===== config.mk =====
export PLATFORM = sky130hd
export DESIGN_NAME = line_clear_engine
export DESIGN_NICKNAME = d
export VERILOG_FILES = /design/src/rtl/tetris_pkg.sv /design/src/rtl/line_score_calc.sv /design/src/rtl/line_clear_engine.sv
export SDC_FILE = /design/constraint.sdc
export NUM_CORES = 2
export LEC_CHECK = 0
export CORE_AREA = 5 5 485 487
export DETAILED_ROUTE_END_ITERATION = 8
export DIE_AREA = 0 0 490 492
export HOLD_SLACK_MARGIN = 0.02
export PLACE_DENSITY = 0.47
export SETUP_SLACK_MARGIN = 0.05
export SYNTH_ARGS = -nofsm -noshare
export SYNTH_HDL_FRONTEND = slang
export SYNTH_HIERARCHICAL = 1
export SYNTH_SLANG_ARGS = --single-unit

===== constraint.sdc =====
create_clock -name clk -period 7.8 [get_ports clk]
set_clock_uncertainty 0.2 [all_clocks]
set_input_delay 0.78 -clock clk [delete_from_list [all_inputs] [get_ports clk]]
set_output_delay 0.78 -clock clk [all_outputs]
set_load 0.05 [all_outputs]

===== src/rtl/tetris_pkg.sv =====
// Shared Tetris definitions: playfield defaults, line-clear FSM states,
// base scoring awards and the playfield cell-index helper.
package tetris_pkg;

    localparam int unsigned PLAY_WIDTH_DEF  = 10;
    localparam int unsigned PLAY_HEIGHT_DEF = 15;
    localparam int unsigned COLOR_W_DEF     = 3;

    typedef enum logic [2:0] {
        LC_IDLE,
        LC_SCAN,
        LC_SHIFT,
        LC_SCORE,
        LC_DONE
    } lc_state_t;

    // Base awards for 1, 2, 3 and 4-or-more lines in one lock.
    localparam int unsigned BASE_W = 11;
    localparam logic [BASE_W-1:0] BASE_1 = 11'd40;
    localparam logic [BASE_W-1:0] BASE_2 = 11'd100;
    localparam logic [BASE_W-1:0] BASE_3 = 11'd300;
    localparam logic [BASE_W-1:0] BASE_4 = 11'd1200;

    // Flat cell index: row 0 is the top row.
    function automatic int unsigned idx(input int unsigned row,
                                        input int unsigned col,
                                        input int unsigned width = PLAY_WIDTH_DEF);
        return row * width + col;
    endfunction

endpackage


===== src/rtl/line_score_calc.sv =====
// Combinational score update: level-weighted award for k cleared lines,
// added to the running totals with saturation at all-ones.
module line_score_calc
    import tetris_pkg::*;
#(
    parameter int unsigned K_W     = 4,
    parameter int unsigned LEVEL_W = 4,
    parameter int unsigned SCORE_W = 20,
    parameter int unsigned LINES_W = 12
) (
    input  logic [K_W-1:0]     k_i,
    input  logic [LEVEL_W-1:0] level_i,
    input  logic [SCORE_W-1:0] score_i,
    input  logic [LINES_W-1:0] lines_i,
    output logic [SCORE_W-1:0] score_o,
    output logic [LINES_W-1:0] lines_o
);

    localparam int unsigned AWARD_W = BASE_W + LEVEL_W + 1;
    localparam int unsigned SSUM_W  = ((SCORE_W > AWARD_W) ? SCORE_W : AWARD_W) + 1;
    localparam int unsigned LSUM_W  = ((LINES_W > K_W) ? LINES_W : K_W) + 1;

    logic [BASE_W-1:0]  base;
    logic [LEVEL_W:0]   lvl1;
    logic [AWARD_W-1:0] award;
    logic [SSUM_W-1:0]  ssum;
    logic [LSUM_W-1:0]  lsum;

    // Award lookup, weighting, wide sums and saturation.
    always_comb begin
        base = '0;
        case (32'(k_i))
            0:       base = '0;
            1:       base = BASE_1;
            2:       base = BASE_2;
            3:       base = BASE_3;
            default: base = BASE_4;
        endcase
        lvl1  = {1'b0, level_i} + (LEVEL_W + 1)'(1);
        award = AWARD_W'(base) * AWARD_W'(lvl1);
        ssum  = SSUM_W'(score_i) + SSUM_W'(award);
        lsum  = LSUM_W'(lines_i) + LSUM_W'(k_i);
        if (ssum > SSUM_W'({SCORE_W{1'b1}})) begin
            score_o = '1;
        end else begin
            score_o = ssum[SCORE_W-1:0];
        end
        if (lsum > LSUM_W'({LINES_W{1'b1}})) begin
            lines_o = '1;
        end else begin
            lines_o = lsum[LINES_W-1:0];
        end
    end

endmodule


===== src/rtl/line_clear_engine.sv =====
// Line-clear engine: snapshots the playfield on start, removes full rows
// bottom-to-top one shift per cycle, then scores and publishes the result.
module line_clear_engine
    import tetris_pkg::*;
#(
    parameter int unsigned PLAY_WIDTH  = PLAY_WIDTH_DEF,
    parameter int unsigned PLAY_HEIGHT = PLAY_HEIGHT_DEF,
    parameter int unsigned COLOR_W     = COLOR_W_DEF,
    parameter int unsigned LEVEL_W     = 4,
    parameter int unsigned SCORE_W     = 20,
    parameter int unsigned LINES_W     = 12
) (
    input  logic                              clk,
    input  logic                              reset,
    input  logic                              start,
    input  logic [PLAY_WIDTH*PLAY_HEIGHT-1:0] occ_i,
    input  logic [COLOR_W-1:0]                color_i [PLAY_WIDTH*PLAY_HEIGHT],
    input  logic [LEVEL_W-1:0]                level_i,
    input  logic                              score_clr,
    output logic                              busy,
    output logic                              done,
    output logic [PLAY_WIDTH*PLAY_HEIGHT-1:0] occ_o,
    output logic [COLOR_W-1:0]                color_o [PLAY_WIDTH*PLAY_HEIGHT],
    output logic [$clog2(PLAY_HEIGHT+1)-1:0]  lines_cleared,
    output logic [SCORE_W-1:0]                score_total,
    output logic [LINES_W-1:0]                lines_total
);

    localparam int unsigned CELLS = PLAY_WIDTH * PLAY_HEIGHT;
    localparam int unsigned PTR_W = (PLAY_HEIGHT > 1) ? $clog2(PLAY_HEIGHT) : 1;
    localparam int unsigned K_W   = $clog2(PLAY_HEIGHT + 1);

    lc_state_t          state_q, state_d;
    logic [PTR_W-1:0]   ptr_q, ptr_d;
    logic [K_W-1:0]     k_q, k_d;
    logic [LEVEL_W-1:0] lvl_q, lvl_d;

    logic [CELLS-1:0]   snap_occ_q, snap_occ_d;
    logic [COLOR_W-1:0] snap_col_q [CELLS];
    logic [COLOR_W-1:0] snap_col_d [CELLS];

    logic [CELLS-1:0]   occ_q;
    logic [COLOR_W-1:0] col_q [CELLS];
    logic [K_W-1:0]     lc_q;
    logic [SCORE_W-1:0] score_q, score_calc;
    logic [LINES_W-1:0] lines_q, lines_calc;

    logic row_full;

    // Full-row detect on the row under the scan pointer.
    always_comb begin
        row_full = (snap_occ_q[idx(32'(ptr_q), 0, PLAY_WIDTH) +: PLAY_WIDTH] == '1);
    end

    // Control state register.
    always_ff @(posedge clk) begin
        if (reset) begin
            state_q <= LC_IDLE;
            ptr_q   <= '0;
            k_q     <= '0;
            lvl_q   <= '0;
        end else begin
            state_q <= state_d;
            ptr_q   <= ptr_d;
            k_q     <= k_d;
            lvl_q   <= lvl_d;
        end
    end

    // Working playfield snapshot; contents are don't-care until loaded.
    always_ff @(posedge clk) begin
        snap_occ_q <= snap_occ_d;
        snap_col_q <= snap_col_d;
    end

    // Next-state logic: capture, scan, shift-down and sequencing.
    always_comb begin
        state_d    = state_q;
        ptr_d      = ptr_q;
        k_d        = k_q;
        lvl_d      = lvl_q;
        snap_occ_d = snap_occ_q;
        snap_col_d = snap_col_q;
        unique case (state_q)
            LC_IDLE: begin
                if (start) begin
                    snap_occ_d = occ_i;
                    snap_col_d = color_i;
                    lvl_d      = level_i;
                    ptr_d      = PTR_W'(PLAY_HEIGHT - 1);
                    k_d        = '0;
                    state_d    = LC_SCAN;
                end
            end
            LC_SCAN: begin
                if (row_full) begin
                    state_d = LC_SHIFT;
                end else if (ptr_q != '0) begin
                    ptr_d = ptr_q - PTR_W'(1);
                end else begin
                    state_d = LC_SCORE;
                end
            end
            LC_SHIFT: begin
                for (int unsigned r = 0; r < PLAY_HEIGHT; r++) begin
                    for (int unsigned c = 0; c < PLAY_WIDTH; c++) begin
                        if (r == 0) begin
                            snap_occ_d[idx(r, c, PLAY_WIDTH)] = 1'b0;
                            snap_col_d[idx(r, c, PLAY_WIDTH)] = '0;
                        end else if (r <= 32'(ptr_q)) begin
                            snap_occ_d[idx(r, c, PLAY_WIDTH)] = snap_occ_q[idx(r - 1, c, PLAY_WIDTH)];
                            snap_col_d[idx(r, c, PLAY_WIDTH)] = snap_col_q[idx(r - 1, c, PLAY_WIDTH)];
                        end
                    end
                end
                k_d     = k_q + K_W'(1);
                state_d = LC_SCAN;
            end
            LC_SCORE: state_d = LC_DONE;
            LC_DONE:  state_d = LC_IDLE;
            default:  state_d = LC_IDLE;
        endcase
    end

    line_score_calc #(
        .K_W     (K_W),
        .LEVEL_W (LEVEL_W),
        .SCORE_W (SCORE_W),
        .LINES_W (LINES_W)
    ) u_score (
        .k_i     (k_q),
        .level_i (lvl_q),
        .score_i (score_q),
        .lines_i (lines_q),
        .score_o (score_calc),
        .lines_o (lines_calc)
    );

    // Published results and running totals; results load on the edge into
    // DONE so they are already valid while done is high.
    always_ff @(posedge clk) begin
        if (reset) begin
            occ_q   <= '0;
            col_q   <= '{default: '0};
            lc_q    <= '0;
            score_q <= '0;
            lines_q <= '0;
        end else begin
            if (state_q == LC_SCORE) begin
                occ_q <= snap_occ_q;
                col_q <= snap_col_q;
                lc_q  <= k_q;
            end
            if (score_clr) begin
                score_q <= '0;
                lines_q <= '0;
            end else if (state_q == LC_SCORE) begin
                score_q <= score_calc;
                lines_q <= lines_calc;
            end
        end
    end

    assign busy          = (state_q != LC_IDLE);
    assign done          = (state_q == LC_DONE);
    assign occ_o         = occ_q;
    assign color_o       = col_q;
    assign lines_cleared = lc_q;
    assign score_total   = score_q;
    assign lines_total   = lines_q;

endmodule


Yosys cells after proc, flatten, opt, wreduce, memory -nomap -nowiden:

Cells that the tools add are included.

* add/subtract/negate cells: 5
* $mul: 2
* div/mod/pow operators: 0
* $lt $le $gt $ge: 16
* equal/unequal tests: 26
* shifts and indexed selects: 1
* multiplexer cells: 297
* bitwise operators: 0
* reduce and logical (&&, ||, !) cells: 25

Operators by type and width (number)
* 450-bit one-hot mux with 2 select lines: 1
* 450-bit 2-to-1 mux: 1
* 3-bit 2-to-1 mux: 143
* 150-bit one-hot mux with 2 select lines: 1
* 150-bit 2-to-1 mux: 1
* 150-bit by 9-bit indexed part select with 10-bit output: 1
* 1-bit 2-to-1 mux: 140
* 11-bit one-hot mux with 4 select lines: 1
* 3-bit AND reduction: 14
* 2-bit != test (second input constant): 17
* 4-bit <= comparator (first input constant): 7
* 20-bit by 16-bit adder with 21-bit output: 1
* 21-bit by 20-bit > comparator with 1-bit output (second input constant): 1
* 20-bit 2-to-1 mux: 1
* 3-bit by 4-bit <= comparator with 1-bit output (first input constant): 4
* 11-bit by 5-bit multiplier with 16-bit output: 1
* 4-bit 2-to-1 mux: 4
* 4-bit one-hot mux with 2 select lines: 2
* 12-bit by 4-bit adder with 13-bit output: 1
* 13-bit by 12-bit > comparator with 1-bit output (second input constant): 1
* 12-bit 2-to-1 mux: 1
* 3-bit one-hot mux with 4 select lines: 1
* 10-bit == test (second input constant): 1
* 4-bit by 2-bit == test with 1-bit output (second input constant): 2
* 19 further kinds: 24

* bits in registers: 1251
* bits in latches: 0
* memory bits (writable): 0
* memory bits (read-only): 0
* input port bits: 608
* output and inout bits: 638
* word-level logic and storage cells: 695
* memories kept: 0

Depth between registers and ports, before layout:

* word-level depth: 6
* mapped depth: 20
* gate-level depth less buffers: 18

By module:

The synthesis kept the hierarchy.

By module, submodules not included
* line_clear_engine: instances 1, cells each 5467, area each 48500.3 sq um, sequential area each 31049.8 sq um
* line_score_calc: instances 1, cells each 298, area each 2304.7 sq um, sequential area each 0.0 sq um

Worst setup path after synthesis:

OpenSTA, ideal clock, no wires.

* kind: reg2reg
* start: reg state_q[1]
* end: reg snap_col_q[210] (netlist bit), enable pin
* library setup time: 0.548 ns
* arrival time: 5.528 ns
* required time: 7.052 ns
* slack: 1.524 ns
* stages on the path, launching flop included: 6
* path buffers: 0
* period minus slack after synthesis: 6.276 ns
* path through: dfxtp_1 > nor3_1 > inv_1 > nor2_2 > nor2_1 > o41ai_1

* cells in the longest elaborated chain, start to end: 3
* elaborated cells on any way between the ends: 6
* classes of those cells: eq/ne: 3; reduce/logical: 3

RTL lines
* start: declaration: RTL line line_clear_engine.sv:33 `lc_state_t state_q, state_d;`
* start signal: assignment: RTL line line_clear_engine.sv:63 `state_q <= state_d;`
* 3-bit by 2-bit == test with 1-bit output / 3-bit zero test (equally long branches): RTL line line_clear_engine.sv:84 `unique case (state_q)`
* 2-bit != test (no line) / 2-bit nonzero test (equally long branches)
* 3-bit AND reduction (no line) (*)
* end signal: assignment: RTL line line_clear_engine.sv:73 `snap_col_q <= snap_col_d;`
* end: declaration: RTL line line_clear_engine.sv:39 `logic [COLOR_W-1:0] snap_col_q [CELLS];`

Mark *: on every way between the ends. The rest lies on a longest branch, timed or not.
A chain may end at the register's enable or synchronous reset.

Worst setup path in the final report:

* start: reg k_q[0]
* end: reg score_q[19], in the netlist score_total[19]

* cells in the longest elaborated chain, start to end: 6
* elaborated cells on any way between the ends: 9
* classes of those cells: add/sub: 1; mul: 1; order compare: 1; eq/ne: 3; mux: 2; reduce/logical: 1

RTL lines
* start: declaration: RTL line line_clear_engine.sv:35 `logic [K_W-1:0] k_q, k_d;`
* start signal: assignment: RTL line line_clear_engine.sv:65 `k_q <= k_d;`
* 4-bit by 2-bit == test with 1-bit output, or another cell as far along: RTL line line_score_calc.sv:32 `case (32'(k_i))`
* 11-bit one-hot mux with 4 select lines (*): RTL line line_score_calc.sv:32
* 11-bit by 5-bit multiplier with 16-bit output (*): RTL line line_score_calc.sv:40 `award = AWARD_W'(base) * AWARD_W'(lvl1);`
* 20-bit by 16-bit adder with 21-bit output (*): RTL line line_score_calc.sv:41 `ssum = SSUM_W'(score_i) + SSUM_W'(award);`
* 21-bit by 20-bit > comparator with 1-bit output: RTL line line_score_calc.sv:43 `if (ssum > SSUM_W'({SCORE_W{1'b1}})) begin`
* 20-bit 2-to-1 mux (*): RTL line line_score_calc.sv:43
* via score_calc[19]: RTL line line_clear_engine.sv:45 `logic [SCORE_W-1:0] score_q, score_calc;`
* end signal: assignment: RTL line line_clear_engine.sv:158 `score_q <= score_calc;`
* end: declaration: RTL line line_clear_engine.sv:45

Mark *: on every way through the listed nets, which the timed path passes. The rest lies on a longest branch.

==> results.py <==
metrics = {
    "clock_network": {
        "insertion_delay_ps": 810,
        "tritoncts": "yes",
        "clock-sinks": 1251,
        "path_clk_slew_ps": 60,
        "h-tree-depth": 4,
        "clock_path_buffers": 3,
        "cts_made_buffers": 154,
        "post_cts_buffers": 0,
        "cts_resized": 0,
        "cts_root_buf": "clkbuf_16",
        "cts_hold_buffers": 0,
    },
    "timing": {
        "max_freq_ghz": 0.182,
        "min_period_ps": 5500,
        "maxSlewViolCount": 0,
        "tns_ps": 0,
        "period_share_pct": 70.5,
        "relSlewSlack_pct": 25.4,
        "worst_slew_pin_slew_ps": 1110,
        "rsz0062_at_grt": "false",
        "finalSetupViolCount": 0,
        "holdWs_ps": 251,
        "hold_violations": 0,
    },
    "detailed_routing": {
        "vias_per_cell": 4.48,
        "avgRoutedWirePerCell_um": 25.2,
        "wirelength_mm": 254,
        "num_vias": 45100,
        "route.detailed.drc": 0,
        "drt_iter0_drc": 3704,
        "drt_first_pass_iters": 7,
        "ant_nets": 0,
    },
    "logic_synthesis": {
        "synth-edff-count": 600,
        "ys.flop_type": "dfxtp_1",
        "seq_area_frac_synth_pct": 61.1,
        "netlist_area_um2": 50800,
        "ys_warn_count": 6,
        "syn-num-nets": 6441,
        "async_reset_ff_share_pct": 0,
        "synth-seq-cells": 1251,
        "synth_cell_type_count": 71,
        "syn_area_per_cell_um2": 8.81,
        "synthCells": 5765,
    },
    "critical_path": {
        "crit_path_end": "score_total[19]",
        "worstPathCellList": "nor4_1 -> nor2b_1 -> fa_1 -> inv_1 -> fa_1 -> fa_1 -> inv_1 -> ha_1 -> o21a_1 -> a211oi_1 -> nor3_1 -> nor2_1 -> mux2i_1 -> nand4_2 -> nand2_1 -> a21oi_1",
        "criticalPathCategory": "flop to flop",
        "path_common_cell": "fa_1",
        "cp_slowest_stage_delay_ps": 960,
        "rrSetupSlack_ps": 2300,
        "rr_endpoint": "score_total[19]",
        "required_ps": 8240,
        "critPathArrivalTime_ps": 5950,
        "slowest_stage": "nor4_1",
        "critPathMaxFanout": 16,
        "end_kind": "flop",
        "r2r-start": "k_q[0]",
        "startpoint_type": "flop",
        "crit_path_start": "k_q[0]",
        "r2r_cells": 16,
    },
    "min_path": {
        "hold_path.class": "flop to flop",
    },
    "power": {
        "p_per_area_nw_per_um2": 242,
        "leakagePower_uw": 0.0263,
        "ir_drop_uv": 176,
    },
    "die": {
        "die_width_um": 490,
        "io_pins": 1246,
        "dieArea_um2": 241000,
        "die_h_um": 492,
        "core_area_um2": 231000,
        "start_util_pct": 22.0,
        "num_rows": 177,
    },
    "finish": {
        "final_core_util_pct": 31.0,
        "fin_nets": 7529,
        "final_cells": 10100,
        "syn2layout_area_growth_pct": 40.9,
        "drive_gt1_share_pct": 4.71,
    },
    "global_route": {
        "grt_pass1_vias": 44800,
        "grt-ovfl-total": 0,
        "grt_max_degree": 193,
        "track_usage_pct": 20.1,
        "grt_pass1_wl_mm": 351,
        "antenna_found_initial": 51,
    },
    "placement": {
        "dp_cells": 9740,
        "dp_hpwl_mm": 190,
        "place.port_buffers": 1245,
        "place_congestion": 0.902,
    },
    "outcome": {
        "status": "finished clean",
    },
    "job": {
        "drv_cap": 0,
    },
}
-- cell usage after synthesis, types with 3 or more instances --
library cell,n,area [um^2]
nand2b_1,8,50.1
dfxtp_1,651,13000
buf_6,6,67.6
a31oi_1,6,37.5
nor2b_1,10,62.6
nor3_1,16,80.1
nor3b_1,3,22.5
mux4_2,3,67.6
ha_1,39,488
and3_1,8,50.1
nand3b_1,8,60.1
o211ai_1,5,37.5
inv_1,62,233
nand2_1,3005,11300
nand4_1,21,131
buf_2,10,50.1
xnor2_1,7,61.3
mux2_2,3,33.8
or2_2,6,37.5
o21ai_0,18,90.1
xor2_1,8,70.1
a211oi_1,9,67.6
a21oi_1,671,3360
a21o_1,6,45.0
o2111ai_1,3,26.3
a211o_1,5,43.8
and2_1,45,282
buf_1,22,82.6
nor2_1,41,154
nand3_1,35,175
fa_1,29,581
clkbuf_1,322,1210
edfxtp_1,600,18000
nand4b_1,6,52.6
a41oi_1,5,43.8
o21a_1,8,60.1
and4_1,3,26.3
mux2i_1,7,70.1
-- report_power, final --
group / switching, uW / leakage, uW / internal (uW) / total, uW
Clock: 3070 / 0.00252 / 4250 / 7320
Sequential: 511 / 0.0110 / 7530 / 8040
Combinational: 1310 / 0.0128 / 653 / 1960
Total: 4890 / 0.0263 / 12400 / 17300
-- cells in the final DEF (no fill, tap or decap), types with 10 or more instances in the layout --
| cell type | n |
|---|---|
| a21oi_1 | 666 |
| and2_1 | 44 |
| buf_12 | 13 |
| buf_4 | 37 |
| clkbuf_1 | 49 |
| clkbuf_16 | 159 |
| clkbuf_8 | 23 |
| clkdlybuf4s50_1 | 1244 |
| clkinv_1 | 11 |
| clkinv_2 | 21 |
| dfxtp_1 | 650 |
| diode_2 | 30 |
| edfxtp_1 | 600 |
| fa_1 | 29 |
| ha_1 | 39 |
| inv_1 | 59 |
| nand2_1 | 3004 |
| nand3_1 | 35 |
| nand4_1 | 21 |
| nor2_1 | 39 |
| nor2b_1 | 10 |
| nor3_1 | 15 |
| o21ai_0 | 17 |
-- stage by stage --
stage	cell area, um^2	setup slack (ps)	power, uW
after floorplan	50800	1520	8870
after global placement	66300	2320	10200
after detailed placement	66300	2380	10200
after CTS	71500	2350	17500
after global routing	71500	2050	17900
final	71600	2300	17300
-- worst min path at each step --
stage,start,depth (start not counted),end
after floorplan,lvl_q[1],2,lvl_q[1]
after global placement,color_o[419],2,color_o[419]
after detailed placement,color_o[12],2,color_o[12]
after CTS,color_o[201],2,color_o[201]
after global routing,reset,2,color_o[40]
final,color_o[12],2,color_o[12]
-- worst max-delay path: cells and delay by family (launching register included) --
family | cells | cell delay, ps
flops | 1 | 490
mux | 1 | 240
compound gates | 3 | 840
simple gates | 6 | 1630
fa+ha+maj | 4 | 1850
buf+inv | 2 | 100
-- layout make-up --
type                    instances  area (um^2)
well taps                    3043         3810
fillers                     24400       159000
diodes                         30         75.1
repair buffers               1295        13000
inverters                      64          240
clock buffers                 231         4480
multi-input cells            4087        18200
flip-flops and latches       1251        31100
clock inverters                58          673
-- per-layer routing --
metal	share of wire [%]	track usage (%)	vias up
met5	0.091	0	-
met4	3.4	6.85	34
met3	8.2	6.40	307
met2	49	34.5	1766
met1	40	23.7	22000
li1	-	-	21000
-- logic make-up after synthesis --
kind of cell | count (synthesis) | synth area share, %
AO/OA/AOI/OAI | 761 | 8.02
XOR/XNOR | 15 | 0.259
adder cells (fa/ha/maj) | 68 | 2.10
buffers and inverters | 427 | 3.30
flip-flops | 1251 | 61.1
multiplexers | 15 | 0.441
AND/OR/NAND/NOR | 3228 | 24.8
-- registers in the layout, indices dropped and copies added (netlist names) --
name           cells
lines_total       12
score_total       20
lvl_q              4
occ_o            150
snap_occ_q       150
k_q                4
snap_col_q       450
state_q            3
lines_cleared      4
ptr_q              4
color_o          450
Power figures use the tool's default switching activity.
